===== src/rtl/opl3_channel_mixer_if.sv =====
// Operator-slot bus into the OPL3 channel mixer and the stereo sample bus out of it.
// The master drives the slot stream; the slave is the mixer.
interface opl3_channel_mixer_if #(
  parameter int SAMPLE_WIDTH = 16,
  parameter int OP_OUT_WIDTH = 13
);
  logic                           sample_clk_en;
  logic                           op_valid;
  logic signed [OP_OUT_WIDTH-1:0] op_out;
  logic                           op_is_carrier;
  logic                           cha;
  logic                           chb;
  logic                           overrun_clr;
  logic signed [SAMPLE_WIDTH-1:0] sample_l;
  logic signed [SAMPLE_WIDTH-1:0] sample_r;
  logic                           sample_valid;
  logic                           overrun;

  modport master (
    output sample_clk_en, op_valid, op_out, op_is_carrier, cha, chb, overrun_clr,
    input  sample_l, sample_r, sample_valid, overrun
  );

  modport slave (
    input  sample_clk_en, op_valid, op_out, op_is_carrier, cha, chb, overrun_clr,
    output sample_l, sample_r, sample_valid, overrun
  );
endinterface


===== src/rtl/opl3_channel_mixer.sv =====
// Sums carrier operator outputs of one sample frame into left/right accumulators and emits a stereo sample.
// Define OPL3_MIX_SATURATE_EN to clamp the accumulator into the sample range; otherwise it wraps.
module opl3_channel_mixer #(
  parameter int NUM_SLOTS    = 36,
  parameter int ACC_WIDTH    = 19,
  parameter int SAMPLE_WIDTH = 16
) (
  input  logic                   clk,
  input  logic                   reset_n,
  opl3_channel_mixer_if.slave    bus
);
  localparam int OP_OUT_WIDTH = 13;
  localparam int SLOT_W       = (NUM_SLOTS > 1) ? $clog2(NUM_SLOTS + 1) : 1;
  localparam logic [SLOT_W-1:0] LAST_SLOT = SLOT_W'(NUM_SLOTS - 1);
  localparam logic signed [ACC_WIDTH-1:0] SMAX = ACC_WIDTH'((1 << (SAMPLE_WIDTH - 1)) - 1);
  localparam logic signed [ACC_WIDTH-1:0] SMIN = ~SMAX;

  typedef enum logic [1:0] {IDLE, ACCUM, OUTPUT} state_t;

  state_t                         state_q, state_d;
  logic signed [ACC_WIDTH-1:0]    acc_l_q, acc_l_d, acc_r_q, acc_r_d;
  logic        [SLOT_W-1:0]       slot_cnt_q, slot_cnt_d;
  logic signed [SAMPLE_WIDTH-1:0] sample_l_q, sample_l_d, sample_r_q, sample_r_d;
  logic                           sample_valid_q, sample_valid_d;
  logic                           overrun_q, overrun_d;
  logic                           overrun_set;
  logic signed [ACC_WIDTH-1:0]    op_ext;

  function automatic logic signed [SAMPLE_WIDTH-1:0] to_sample(input logic signed [ACC_WIDTH-1:0] a);
`ifdef OPL3_MIX_SATURATE_EN
    if (a > SMAX)      return SMAX[SAMPLE_WIDTH-1:0];
    else if (a < SMIN) return SMIN[SAMPLE_WIDTH-1:0];
    else               return a[SAMPLE_WIDTH-1:0];
`else
    return a[SAMPLE_WIDTH-1:0];
`endif
  endfunction

  assign op_ext = {{(ACC_WIDTH - OP_OUT_WIDTH){bus.op_out[OP_OUT_WIDTH-1]}}, bus.op_out};

  always_comb begin
    state_d        = state_q;
    acc_l_d        = acc_l_q;
    acc_r_d        = acc_r_q;
    slot_cnt_d     = slot_cnt_q;
    sample_l_d     = sample_l_q;
    sample_r_d     = sample_r_q;
    sample_valid_d = 1'b0;
    overrun_set    = 1'b0;
    unique case (state_q)
      IDLE: begin
        if (bus.sample_clk_en) begin
          acc_l_d    = '0;
          acc_r_d    = '0;
          slot_cnt_d = '0;
          state_d    = ACCUM;
        end
      end
      ACCUM: begin
        // A frame strobe mid-frame restarts the frame and drops any slot presented with it.
        if (bus.sample_clk_en) begin
          acc_l_d     = '0;
          acc_r_d     = '0;
          slot_cnt_d  = '0;
          overrun_set = 1'b1;
        end else if (bus.op_valid) begin
          if (bus.op_is_carrier && bus.cha) acc_l_d = acc_l_q + op_ext;
          if (bus.op_is_carrier && bus.chb) acc_r_d = acc_r_q + op_ext;
          slot_cnt_d = slot_cnt_q + SLOT_W'(1);
          if (slot_cnt_q == LAST_SLOT) state_d = OUTPUT;
        end
      end
      OUTPUT: begin
        sample_l_d     = to_sample(acc_l_q);
        sample_r_d     = to_sample(acc_r_q);
        sample_valid_d = 1'b1;
        if (bus.sample_clk_en) begin
          acc_l_d    = '0;
          acc_r_d    = '0;
          slot_cnt_d = '0;
          state_d    = ACCUM;
        end else begin
          state_d = IDLE;
        end
      end
      default: state_d = IDLE;
    endcase
    if (overrun_set)          overrun_d = 1'b1;
    else if (bus.overrun_clr) overrun_d = 1'b0;
    else                      overrun_d = overrun_q;
  end

  always_ff @(posedge clk or negedge reset_n) begin
    if (!reset_n) begin
      state_q        <= IDLE;
      acc_l_q        <= '0;
      acc_r_q        <= '0;
      slot_cnt_q     <= '0;
      sample_l_q     <= '0;
      sample_r_q     <= '0;
      sample_valid_q <= 1'b0;
      overrun_q      <= 1'b0;
    end else begin
      state_q        <= state_d;
      acc_l_q        <= acc_l_d;
      acc_r_q        <= acc_r_d;
      slot_cnt_q     <= slot_cnt_d;
      sample_l_q     <= sample_l_d;
      sample_r_q     <= sample_r_d;
      sample_valid_q <= sample_valid_d;
      overrun_q      <= overrun_d;
    end
  end

  assign bus.sample_l     = sample_l_q;
  assign bus.sample_r     = sample_r_q;
  assign bus.sample_valid = sample_valid_q;
  assign bus.overrun      = overrun_q;
endmodule

===== src/flat_wrapper.sv =====
// flat-port wrapper written by rule: the top's interface ports become plain ports
module opl3_channel_mixer_flat 
#(
  parameter int NUM_SLOTS    = 36,
  parameter int ACC_WIDTH    = 19,
  parameter int SAMPLE_WIDTH = 16
)
  (clk, reset_n, bus_sample_clk_en, bus_op_valid, bus_op_out, bus_op_is_carrier, bus_cha, bus_chb, bus_overrun_clr, bus_sample_l, bus_sample_r, bus_sample_valid, bus_overrun);
  opl3_channel_mixer_if #(.SAMPLE_WIDTH(SAMPLE_WIDTH)) bus_i ();
  input  logic clk;
  input  logic reset_n;
  input wire logic [$bits(bus_i.sample_clk_en)-1:0] bus_sample_clk_en;
  input wire logic [$bits(bus_i.op_valid)-1:0] bus_op_valid;
  input wire logic [$bits(bus_i.op_out)-1:0] bus_op_out;
  input wire logic [$bits(bus_i.op_is_carrier)-1:0] bus_op_is_carrier;
  input wire logic [$bits(bus_i.cha)-1:0] bus_cha;
  input wire logic [$bits(bus_i.chb)-1:0] bus_chb;
  input wire logic [$bits(bus_i.overrun_clr)-1:0] bus_overrun_clr;
  output wire logic [$bits(bus_i.sample_l)-1:0] bus_sample_l;
  output wire logic [$bits(bus_i.sample_r)-1:0] bus_sample_r;
  output wire logic [$bits(bus_i.sample_valid)-1:0] bus_sample_valid;
  output wire logic [$bits(bus_i.overrun)-1:0] bus_overrun;
  assign bus_i.sample_clk_en = bus_sample_clk_en;
  assign bus_i.op_valid = bus_op_valid;
  assign bus_i.op_out = bus_op_out;
  assign bus_i.op_is_carrier = bus_op_is_carrier;
  assign bus_i.cha = bus_cha;
  assign bus_i.chb = bus_chb;
  assign bus_i.overrun_clr = bus_overrun_clr;
  assign bus_sample_l = bus_i.sample_l;
  assign bus_sample_r = bus_i.sample_r;
  assign bus_sample_valid = bus_i.sample_valid;
  assign bus_overrun = bus_i.overrun;
  opl3_channel_mixer #(.NUM_SLOTS(NUM_SLOTS), .ACC_WIDTH(ACC_WIDTH), .SAMPLE_WIDTH(SAMPLE_WIDTH)) u_core (.clk(clk), .reset_n(reset_n), .bus(bus_i));
endmodule

===== config.mk =====
export PLATFORM = sky130hd
export DESIGN_NAME = opl3_channel_mixer_flat
export DESIGN_NICKNAME = d
export VERILOG_FILES = /design/src/rtl/opl3_channel_mixer_if.sv /design/src/rtl/opl3_channel_mixer.sv /design/src/flat_wrapper.sv
export SDC_FILE = /design/constraint.sdc
export NUM_CORES = 1
export LEC_CHECK = 0
export CAP_MARGIN = 10
export CORE_UTILIZATION = 55
export DETAILED_ROUTE_END_ITERATION = 10
export GPL_TIMING_DRIVEN = 0
export PLACE_DENSITY = 0.82
export SLEW_MARGIN = 10
export SYNTH_ARGS = -nofsm -noshare
export SYNTH_HDL_FRONTEND = slang
export SYNTH_SLANG_ARGS = --single-unit

===== constraint.sdc =====
create_clock -name clk -period 4 [get_ports clk]
set_input_delay 0.8 -clock clk [delete_from_list [all_inputs] [get_ports clk]]
set_output_delay 0.8 -clock clk [all_outputs]
set_load 0.02 [all_outputs]

==> results.json <==
{
  "slew_viol_final": 0,
  "root_buffer": "clkbuf_8",
  "fin_ws_ns": 0.774,
  "hpwl_um": 7900,
  "synth_edf_count": 0,
  "grt_use_total": 0.268,
  "cp.required_ns": 4.25,
  "grt-ovfl-total": 0,
  "post-route-period-util": 0.806,
  "die_w_um": 92.2,
  "post_cts_resized": 0,
  "skew_ns": 0.0134,
  "yosys_warnings": 0,
  "synthesis.nets": 501,
  "cts_tree": "done",
  "ys_seq_area_frac": 0.414,
  "cts.path.max_buffers": 2,
  "critPathMaxFanout": 4,
  "drc_errors": 0,
  "p_leak_nw": 2.43,
  "ys_seq_elements": 74,
  "yosys.cell_types.count": 60,
  "antenna_cells": 0,
  "hp-class": "input port to asynchronous set/reset pin",
  "cts_setup_buffers": 0,
  "synth_top_area_frac": 0.414,
  "drt-pass1-iter-count": 5,
  "drive_gt1_frac": 0.133,
  "tightestPinTransition_ns": 0.827,
  "route.vias.total": 3759,
  "timing.rr.end": "u_core.acc_r_q[12]$_DFFE_PN0P_",
  "yosys.area.top_type": "dfrtp_1",
  "routed_wl_um": 10700,
  "rrSetupSlack_ns": 1.36,
  "cts_sinks": 74,
  "fp-row-count": 32,
  "reg2regPathDepth": 9,
  "cts_made_buffers": 9,
  "hold_viol_final": 0,
  "insertion_delay_ns": 0.36,
  "post-place-ws_ns": 0.448,
  "start_kind": "input port",
  "clk_pin_slew_worst_paths_ns": 0.09,
  "grt_pass1_vias": 3577,
  "fmax_mhz": 310,
  "ios": 55,
  "cts_hold_buf": 0,
  "fin_cells": 619,
  "num-nets-final": 566,
  "antenna_found_initial": 0,
  "total_power_mw": 1.64,
  "port-buffer-count": 53,
  "holdWs_ns": 0.332,
  "crit_path_end": "u_core.acc_r_q[12]$_DFFE_PN0P_",
  "drt_iter0_drc": 191,
  "area_growth_pct": 19.6,
  "die_h_um": 92.2,
  "grt_first_pass_wirelength_um": 17700,
  "syn_inst": 447,
  "end_kind": "flip-flop",
  "avgSynthCellArea_sq_um": 10.0,
  "start_util": 0.573,
  "ctsHtreeMaxLevel": 3,
  "yosysMostFrequentCell": "dfrtp_1",
  "grt_max_degree": 54,
  "rsz0062_at_grt": "false",
  "die_area_sq_um": 8490,
  "drv_cap": 0,
  "cp.arrival_ns": 3.47,
  "outcome": "completed",
  "crit_start": "bus_op_out[0]",
  "setup-violations-final": 0,
  "ys.flop_type": "dfrtp_1",
  "relSlewSlack": 0.446,
  "core_area_sq_um": 7810,
  "ant_nets": 0,
  "async_flop_share": 1.00,
  "worstReg2RegStart": "u_core.acc_r_q[0]$_DFFE_PN0P_",
  "cellPowerDensity_nw_per_um2": 306,
  "syn_area_sq_um": 4470,
  "min_period_ns": 3.23,
  "place_congestion": 0.943,
  "critPathKind": "input port to flip-flop",
  "dpl.cell_count": 603,
  "irDropWorstVdd_v": 0.000180,
  "routedWlPerCell_um": 17.3,
  "synth.top_cells.by_count": "dfrtp_1 (74), nand2_1 (45), ha_1 (31), mux2_2 (31), o21ai_0 (30)",
  "synth_area_leaders": "dfrtp_1 (41%), ha_1 (8.7%), mux2_2 (7.8%)",
  "post_drt_via_cell_ratio": 6.07
}
-- cells in the final DEF (no fill, tap or decap), types with 8 or more instances in the layout --
cell              n
nand3_1          13
a21oi_1          26
a22o_1            8
ha_1             31
xnor2_1          11
xor2_1            8
mux2_2           31
clkdlybuf4s50_1  52
o21a_1            9
dfrtp_1          74
nand2_1          45
o21ai_1           9
o21ai_0          30
inv_1            17
nor2_1           25
clkbuf_8          9
or3_1            11
-- critical path, cell delays in order --
cell,delay (ns)
clkdlybuf4s50_1,0.51
ha_1,0.22
inv_1,0.08
fa_1,0.37
nand2b_1,0.19
a21oi_1,0.33
nor2_1,0.11
o311ai_2,0.41
o22ai_1,0.13
a221o_1,0.31
-- through the flow --
| step | instance area, sq um | utilization | setup TNS (ns) |
|---|---|---|---|
| after floorplan | 4470 | - | 0 |
| after detailed placement | 5150 | 0.660 | 0 |
| after global routing | 5350 | 0.685 | 0 |
| final | 5350 | 0.685 | 0 |
| after global placement | 5130 | 0.657 | -26.35 |
| after CTS | 5350 | 0.685 | 0 |
-- worst min path at each step --
stage | start | endpoint | slack (ns) | depth (start not counted)
5_1_grt | reset_n | u_core.bus.sample_l[6]$_DFFE_PN0P_ | 0.35 | 1
6_report | reset_n | u_core.bus.sample_l[5]$_DFFE_PN0P_ | 0.33 | 1
4_1_cts | reset_n | u_core.bus.sample_l[5]$_DFFE_PN0P_ | 0.33 | 1
3_3_place_gp | u_core.bus.sample_l[1]$_DFFE_PN0P_ | u_core.bus.sample_l[1]$_DFFE_PN0P_ | 0.46 | 2
2_1_floorplan | u_core.acc_r_q[15]$_DFFE_PN0P_ | u_core.acc_r_q[15]$_DFFE_PN0P_ | 0.46 | 1
3_5_place_dp | u_core.bus.sample_r[15]$_DFFE_PN0P_ | u_core.bus.sample_r[15]$_DFFE_PN0P_ | 0.47 | 2
-- layer usage --
layer	track usage	wire length [um]	up-vias
met4	0.111	292	0
met1	0.368	5040	1798
met3	0.0398	491	31
li1	-	-	1789
met5	0	0	-
met2	0.427	4890	141
-- registers in the layout, summed over array words and instances, names as in the netlist --
signal and count:
u_core.bus.sample_r 16, u_core.state_q 2, u_core.bus.sample_valid 1, u_core.slot_cnt_q 6, u_core.bus.overrun 1, u_core.acc_l_q 16, u_core.bus.sample_l 16, u_core.acc_r_q 16
-- where the power goes --
group / total, mW / switching, mW / internal (mW) / leakage, nW
clock network: 0.583 / 0.296 / 0.287 / 0.0990
logic: 0.269 / 0.158 / 0.111 / 1.32
registers: 0.786 / 0.0178 / 0.768 / 1.02
-- cell families after synthesis --
logic type | Yosys count | synth area share
AOI/OAI and AO/OA | 132 | 0.200
xor gates and xnor gates | 19 | 0.0372
adders and majority gates | 33 | 0.0957
buffers and inverters | 28 | 0.0252
DFF | 74 | 0.414
muxes | 33 | 0.0826
and+or+nand+nor | 128 | 0.145
-- final cells by class --
cell class / count / area, sq um
Multi-Input combinational cell: 345 / 2510
Fill cell: 606 / 2460
Sequential cell: 74 / 1850
Timing Repair Buffer: 54 / 556
Tap cell: 102 / 128
Clock buffer: 9 / 124
Clock inverter: 7 / 70.1
Inverter: 17 / 63.8
Buffer: 11 / 48.8
Note: power is estimated with default switching activity, not from simulation.
